==> src/rtl/z80_rot_dec_sequencer.sv <==
// z80_rot_dec_sequencer
//
// Multi-cycle sequencer for the Z80 RRD / RLD rotate-decimal instructions.
// It owns the memory port for the whole instruction. The sequence is:
//   1. read (HL);
//   2. wait COMPUTE_CYCLES internal cycles;
//   3. write the rotated byte back to (HL);
//   4. present the new A and F with a one-cycle done pulse.
//
// Parameters
//   COMPUTE_CYCLES  Cycles spent in COMPUTE between read ack and write issue (>= 1).
//
// Ports
//   clk, reset_n         Core clock (posedge); asynchronous active-low reset.
//   start                Launch pulse from the decoder. It is only honoured in IDLE.
//   left                 1 = RLD, 0 = RRD. Captured when start is accepted.
//   hl, a_in, f_in       Operand address, accumulator and flags. Captured when start is accepted.
//   busy                 High from the cycle after an accepted start through DONE.
//   done                 One-cycle completion pulse.
//   a_out, f_out         New A / F. These update only on write ack and hold until the next done.
//   mem_addr             Captured hl during READ/WRITE, otherwise 0.
//   mem_rd, mem_wr       Read / write requests. They are mutually exclusive.
//   mem_wdata            Rotated byte during WRITE, otherwise 0.
//   mem_rdata, mem_ack   Read data and request completion. The ack may come in the same
//                        cycle as the request.
module z80_rot_dec_sequencer #(
    parameter int COMPUTE_CYCLES = 4
) (
    input  logic        clk,
    input  logic        reset_n,
    input  logic        start,
    input  logic        left,
    input  logic [15:0] hl,
    input  logic [7:0]  a_in,
    input  logic [7:0]  f_in,
    output logic        busy,
    output logic        done,
    output logic [7:0]  a_out,
    output logic [7:0]  f_out,
    output logic [15:0] mem_addr,
    output logic        mem_rd,
    output logic        mem_wr,
    output logic [7:0]  mem_wdata,
    input  logic [7:0]  mem_rdata,
    input  logic        mem_ack
);

    localparam int CNT_W = (COMPUTE_CYCLES > 1) ? $clog2(COMPUTE_CYCLES) : 1;
    localparam logic [CNT_W-1:0] CNT_LOAD = CNT_W'(COMPUTE_CYCLES - 1);

    typedef enum logic [2:0] {
        S_IDLE,
        S_READ,
        S_COMPUTE,
        S_WRITE,
        S_DONE
    } state_t;

    state_t state, state_nxt;

    // Operands latched on an accepted start.
    logic        left_q;
    logic [15:0] hl_q;
    logic [7:0]  a_q;
    logic [7:0]  f_q;

    // The result is captured on read ack, so the write data and the new A/F
    // are stable through COMPUTE and WRITE however long the write waits.
    logic [7:0]  a_res;
    logic [7:0]  f_res;
    logic [7:0]  m_res;

    logic [CNT_W-1:0] cnt;

    // Strobes decoded from the next-state logic.
    logic accept;
    logic rd_done;
    logic wr_done;
    logic cnt_dec;

    // Combinational result from the latched operands and the incoming read data.
    logic [7:0] a_new;
    logic [7:0] m_new;
    logic [7:0] f_new;

    always_comb begin
        if (left_q) begin
            a_new = {a_q[7:4], mem_rdata[7:4]};
            m_new = {mem_rdata[3:0], a_q[3:0]};
        end else begin
            a_new = {a_q[7:4], mem_rdata[3:0]};
            m_new = {a_q[3:0], mem_rdata[7:4]};
        end
        // Flag layout is {S, Z, 5, H, 3, PV, N, C}.
        // Undocumented bits 5 and 3, and the carry, pass through from F.
        // XNOR-reduce gives 1 for an even number of ones (parity even).
        f_new = {a_new[7], (a_new == 8'h00), f_q[5], 1'b0,
                 f_q[3], ~^a_new, 1'b0, f_q[0]};
    end

    // Next-state and Moore outputs. Every bus output decodes from the state
    // register, so an asynchronous reset drops requests immediately.
    always_comb begin
        state_nxt = state;
        accept    = 1'b0;
        rd_done   = 1'b0;
        wr_done   = 1'b0;
        cnt_dec   = 1'b0;
        busy      = 1'b1;
        done      = 1'b0;
        mem_rd    = 1'b0;
        mem_wr    = 1'b0;
        mem_addr  = 16'h0000;
        mem_wdata = 8'h00;

        case (state)
            S_IDLE: begin
                busy = 1'b0;
                if (start) begin
                    accept    = 1'b1;
                    state_nxt = S_READ;
                end
            end
            S_READ: begin
                mem_rd   = 1'b1;
                mem_addr = hl_q;
                if (mem_ack) begin
                    rd_done   = 1'b1;
                    state_nxt = S_COMPUTE;
                end
            end
            S_COMPUTE: begin
                if (cnt == '0) state_nxt = S_WRITE;
                else           cnt_dec   = 1'b1;
            end
            S_WRITE: begin
                mem_wr    = 1'b1;
                mem_addr  = hl_q;
                mem_wdata = m_res;
                if (mem_ack) begin
                    wr_done   = 1'b1;
                    state_nxt = S_DONE;
                end
            end
            S_DONE: begin
                // A start that arrives here is dropped; the decoder must re-issue it.
                done      = 1'b1;
                state_nxt = S_IDLE;
            end
            default: begin
                busy      = 1'b0;
                state_nxt = S_IDLE;
            end
        endcase
    end

    always_ff @(posedge clk or negedge reset_n) begin
        if (!reset_n) state <= S_IDLE;
        else          state <= state_nxt;
    end

    always_ff @(posedge clk or negedge reset_n) begin
        if (!reset_n) begin
            left_q <= 1'b0;
            hl_q   <= 16'h0000;
            a_q    <= 8'h00;
            f_q    <= 8'h00;
        end else if (accept) begin
            left_q <= left;
            hl_q   <= hl;
            a_q    <= a_in;
            f_q    <= f_in;
        end
    end

    always_ff @(posedge clk or negedge reset_n) begin
        if (!reset_n) begin
            a_res <= 8'h00;
            f_res <= 8'h00;
            m_res <= 8'h00;
            cnt   <= '0;
        end else if (rd_done) begin
            a_res <= a_new;
            f_res <= f_new;
            m_res <= m_new;
            cnt   <= CNT_LOAD;
        end else if (cnt_dec) begin
            cnt   <= cnt - 1'b1;
        end
    end

    // Architectural outputs move only on write ack. An aborted instruction
    // therefore never exposes a partial result.
    always_ff @(posedge clk or negedge reset_n) begin
        if (!reset_n) begin
            a_out <= 8'h00;
            f_out <= 8'h00;
        end else if (wr_done) begin
            a_out <= a_res;
            f_out <= f_res;
        end
    end

endmodule

==> config.mk <==
export PLATFORM = sky130hd
export DESIGN_NAME = z80_rot_dec_sequencer
export DESIGN_NICKNAME = d
export VERILOG_FILES = /design/src/rtl/z80_rot_dec_sequencer.sv
export SDC_FILE = /design/constraint.sdc
export NUM_CORES = 1
export LEC_CHECK = 0
export ABC_AREA = 1
export BUFFER_PORTS_ARGS = -buffer_cell sky130_fd_sc_hd__buf_2
export CAP_MARGIN = 15
export CORE_UTILIZATION = 40
export CTS_CLUSTER_DIAMETER = 40
export DETAILED_ROUTE_END_ITERATION = 10
export GPL_ROUTABILITY_DRIVEN = 0
export MAX_ROUTING_LAYER = met4
export SYNTH_ARGS = -nofsm -noshare
export SYNTH_HDL_FRONTEND = slang
export SYNTH_SLANG_ARGS = --single-unit
==> constraint.sdc <==
create_clock -name clk -period 2.1 [get_ports clk]
set_clock_uncertainty 0.1 [all_clocks]
set_input_delay 0 -clock clk [delete_from_list [all_inputs] [get_ports clk]]
set_output_delay 0 -clock clk [all_outputs]
set_load 0.02 [all_outputs]
Word-level counts from Yosys, hierarchy flattened
Index checks and enable logic that the tools add are counted.
{"block": "op_classes", "reduce_logical": 8, "n_eq_ne": 8, "mux": 22, "add_sub_neg": 1}
{"cell": "16-bit 2-to-1 mux", "count": 1}
{"cell": "8-bit 2-to-1 mux", "count": 2}
{"cell": "3-bit 2-to-1 mux", "count": 4}
{"cell": "3-bit one-hot mux with 4 select lines", "count": 1}
{"cell": "1-bit 2-to-1 mux", "count": 11}
{"cell": "8-bit logical NOT", "count": 1}
{"cell": "2-bit != test, second input constant", "count": 4}
{"cell": "8-bit XNOR reduction", "count": 1}
{"cell": "3-bit by 2-bit equality test with 1-bit output, second input constant", "count": 2}
{"cell": "2-bit 2-to-1 mux", "count": 2}
{"cell": "4-bit 2-to-1 mux", "count": 1}
{"cell": "4-bit AND reduction", "count": 1}
{"cell": "4-bit OR reduction", "count": 1}
{"cell": "3-bit by 1-bit equality test with 1-bit output, second input constant", "count": 1}
{"cell": "3-bit equality test, second input constant", "count": 1}
{"cell": "3-bit logical NOT", "count": 1}
{"cell": "2-bit logical NOT", "count": 1}
{"cell": "2-bit nonzero test", "count": 1}
{"cell": "2-bit OR reduction", "count": 1}
{"cell": "2-bit by 1-bit subtractor with 2-bit output, second input constant", "count": 1}
{"block": "totals", "wordCells": 50, "reg_bits": 72, "output_inout_bits": 44, "in_bits": 45}

Logic depth before layout (Yosys ltp)
{"block": "depth", "ltp_word": 5, "depth_mapped": 10, "mapped_depth_nobuf": 10}

Least setup slack after synthesis
Ideal clock, no wire load.
{"block": "synth_timing", "path_type": "reg2reg", "startpoint": "register left_q", "endpoint": "register f_res[2]", "arrival_ns": 1.349, "stages_incl_launch_ff": 11, "path_slack_ns": 0.533, "required_time_ns": 1.883, "setup_ns": 0.117, "path_cell_list": "dfrtp_1 -> buf_2 -> nand2_1 -> o21ai_0 -> ha_1 -> inv_1 -> nand2_1 -> nand2_1 -> nand2_1 -> nand3_1 -> nand2_1"}
{"block": "synth_via", "elab_chain_cells": 2}
{"item": "start, declared", "line": "62", "rtl": "logic left_q;"}
{"item": "start signal, assigned", "line": "169", "rtl": "left_q <= left;"}
{"item": "4-bit 2-to-1 mux", "line": "87", "rtl": "if (left_q) begin"}
{"item": "8-bit XNOR reduction", "line": "98", "rtl": "f_q[3], ~^a_new, 1'b0, f_q[0]};"}
{"item": "end signal, assigned", "line": "184", "rtl": "f_res <= f_new;"}
{"item": "end, declared", "line": "70", "rtl": "logic [7:0] f_res;"}
No other way between the ends.
A chain may end at the register's enable or synchronous reset.

Final worst setup path
{"block": "layout_timing", "startpoint": "register state[2]", "endpoint": "output port mem_addr[13]"}
{"block": "layout_via", "elab_chain_cells": 3, "elab_cells_between_ends": 4, "cone_classes": "eq/ne (2); mux (1); reduce/logical (1)"}
{"item": "start, declared", "line": "59", "rtl": "state_t state, state_nxt;"}
{"item": "start signal, assigned", "line": "159", "rtl": "else state <= state_nxt;"}
{"item": "3-bit by 2-bit equality test with 1-bit output or 3-bit by 1-bit equality test with 1-bit output (tied branches)", "line": "116", "rtl": "case (state)"}
{"item": "2-bit OR reduction (no line) (*)"}
{"item": "16-bit 2-to-1 mux (*)", "line": "116"}
{"item": "end, declared", "line": "40", "rtl": "output logic [15:0] mem_addr,"}
Mark *: on every way between the ends. The rest lies on a longest branch, timed or not.

==> qor.csv <==
metric,value,unit
leakage,2.318,nW
total_power,5.920,mW
synth_ff_type,dfrtp_1,
cts_root_buffer,clkbuf_8,
coreArea,7408,um^2
io_pins,89,
dr.pass1.iters,4,
drv_cap,0,
die_width,90.27,um
startpoint_type,flop,
worst_pin_slew,0.6097,ns
synth_cell_types,21,
port_buffers,81,
cts-buffers-inserted,9,
dr.first_iter.drc_count,106,
grt_start_max_net_pins,57,
dp_slack,0.3582,ns
timing.fmax,549.3,MHz
nets,548,
initial_core_util,42.07,%
setup-tns-final,0,ns
ys_seq_elements,67,
final_antenna_net_count,0,
num-fill-cells,718,
cts_htree_levels,3,
reg2reg_depth,8,
cts_tree,done,
rsz0062_at_grt,no,
setup_viol,0,
worst_setup_path_end_kind,output port,
yosys_warnings,0,
async_flop_share,100.0,%
cts.sinks,67,
gr-total-overflow,0,
dp_hpwl,4.550,mm
critPathLaunch,state[2],
critPathMaxFanout,17,
route.vias.total,2637,
drc,0,
status,completed,
setup_slack,0.2795,ns
grt_pass1_vias,2610,
r2r-end,f_res[2],
hold_viol_final,0,
final_cell_mix,"nand2_1 (97), buf_2 (81), dfrtp_1 (67), inv_1 (59), nor2_1 (49)",
clk_latency,0.34,ns
r2r-start,left_q,
seq_area_frac_synth,53.79,%
area_growth,32.72,%
multi_input_area,1072,um^2
arrival,1.72,ns
grt_util_all_layers,18.57,%
r2r_slack,0.36,ns
drt-total-wl,6.781,mm
dp_cells,548,
met2_length,3.194,mm
postCtsSetupBuffers,0,
routed.top_layer,met4,
die_y,90.27,um
hold_ws,0.009430,ns
antenna_found_initial,0,
period_needed,1.820,ns
drive_above_1_share,22.27,%
relSlewSlack,59.26,%
seq_area,1677,um^2
layout_commonest_cell,nand2_1,
n_antenna_cell,0,
wl_met3,289,um
power_density,1431,nW/um^2
worstPathRequired,2.00,ns
drt-wirelength-per-cell,11.26,um
wl_met1,3.176,mm
ir_drop,0.7047,mV
grt_pass1_wl,11.76,mm
viasPerCell,4.380,
criticalPathCategory,reg2out,
synth.avg_cell_area,8.180,um^2
holdCritPathClass,in2async,
synthCells,381,
dieArea,8149,um^2
maxSlewViolCount,0,
fin_crit_sh,86.69,%
synth_edf_count,0,
path_clk_slew,0.07,ns
final_cells,602,
clock_path_buffers,2,
fp-row-count,31,
synth_area,3117,um^2
-- Yosys cell counts, types with 3 or more instances --
cell	instances	area, um^2
a21oi_1	25	125.1
buf_2	6	30.03
buf_4	5	37.54
buf_6	6	67.56
dfrtp_1	67	1677
ha_1	5	62.56
inv_1	59	221.5
inv_2	3	11.26
nand2_1	97	364.1
nand3_1	6	30.03
nor2_1	49	183.9
nor2_4	3	33.78
o21ai_0	27	135.1
o21ai_1	13	65.06
-- power by group --
part           total, mW  leakage [nW]  internal, mW  switching (mW)
Combinational       2.70          1.42         0.925            1.78
Sequential          2.14         0.796          1.87           0.267
Clock               1.08         0.102         0.580           0.496
Total               5.92          2.32          3.38            2.54
-- sequential cells by signal (all words and copies together) (netlist names) --
register and cells:
f_res 6, cnt 2, hl_q 16, a_out 8, m_res 8, f_q 3
state 3, a_res 7, f_out 5, a_q 8, left_q 1
-- cells by family (layout without fill, tap and decap cells) --
kind of cell,Yosys count,in the layout,share of synthesized area [%]
and+or+nand+nor,163,163,21.72
buffers and inverters,80,201,11.92
DFF,67,67,53.79
AOI/OAI and AO/OA,65,65,10.44
adders and majority gates,5,5,2.007
other,1,2,0.1203
-- area by class of cell --
| cell class | instances | share of cell area (%) |
|---|---|---|
| Tap cell | 99 | 2.995 |
| Multi-Input combinational cell | 235 | 25.92 |
| Timing Repair Buffer | 123 | 20.02 |
| Clock inverter | 6 | 1.573 |
| Sequential cell | 67 | 40.53 |
| Inverter | 62 | 5.626 |
| Clock buffer | 10 | 3.327 |
-- worst max-delay path: stages (launching register included) --
cell and delay (ns):
dfrtp_1 0.49, inv_2 0.10, nand2_1 0.35, nor2_1 0.23
buf_2 0.20
-- metrics by stage --
stage	area, um^2	util (%)
2_1_floorplan	3120	-
3_3_place_gp	3553	47.96
3_5_place_dp	3553	47.96
4_1_cts	4136	55.84
5_1_grt	4136	55.84
6_report	4136	55.84
-- worst max-delay path by stage --
stage / end / slack [ns] / cells past startpoint
after floorplan: f_res[2] / 0.53 / 10
final: mem_addr[13] / 0.28 / 4
after global routing: busy / 0.10 / 4
after global placement: f_res[2] / 0.42 / 8
after detailed placement: f_res[2] / 0.36 / 8
after CTS: busy / 0.24 / 4
-- metal layers --
layer / track usage [%] / vias up
li1: - / 1389
met1: 23.09 / 1168
met2: 30.03 / 71
met3: 3.030 / 9
met4: 8.065 / 0
met5: - / -
-- what timing repair did --
| action | 4_1_cts | 5_1_grt |
|---|---|---|
| hold buffers | 38 | 0 |
| hold endpoints to repair | 116 | 0 |
| resized for setup | 0 | 0 |
(Power assumes the default switching activity.)
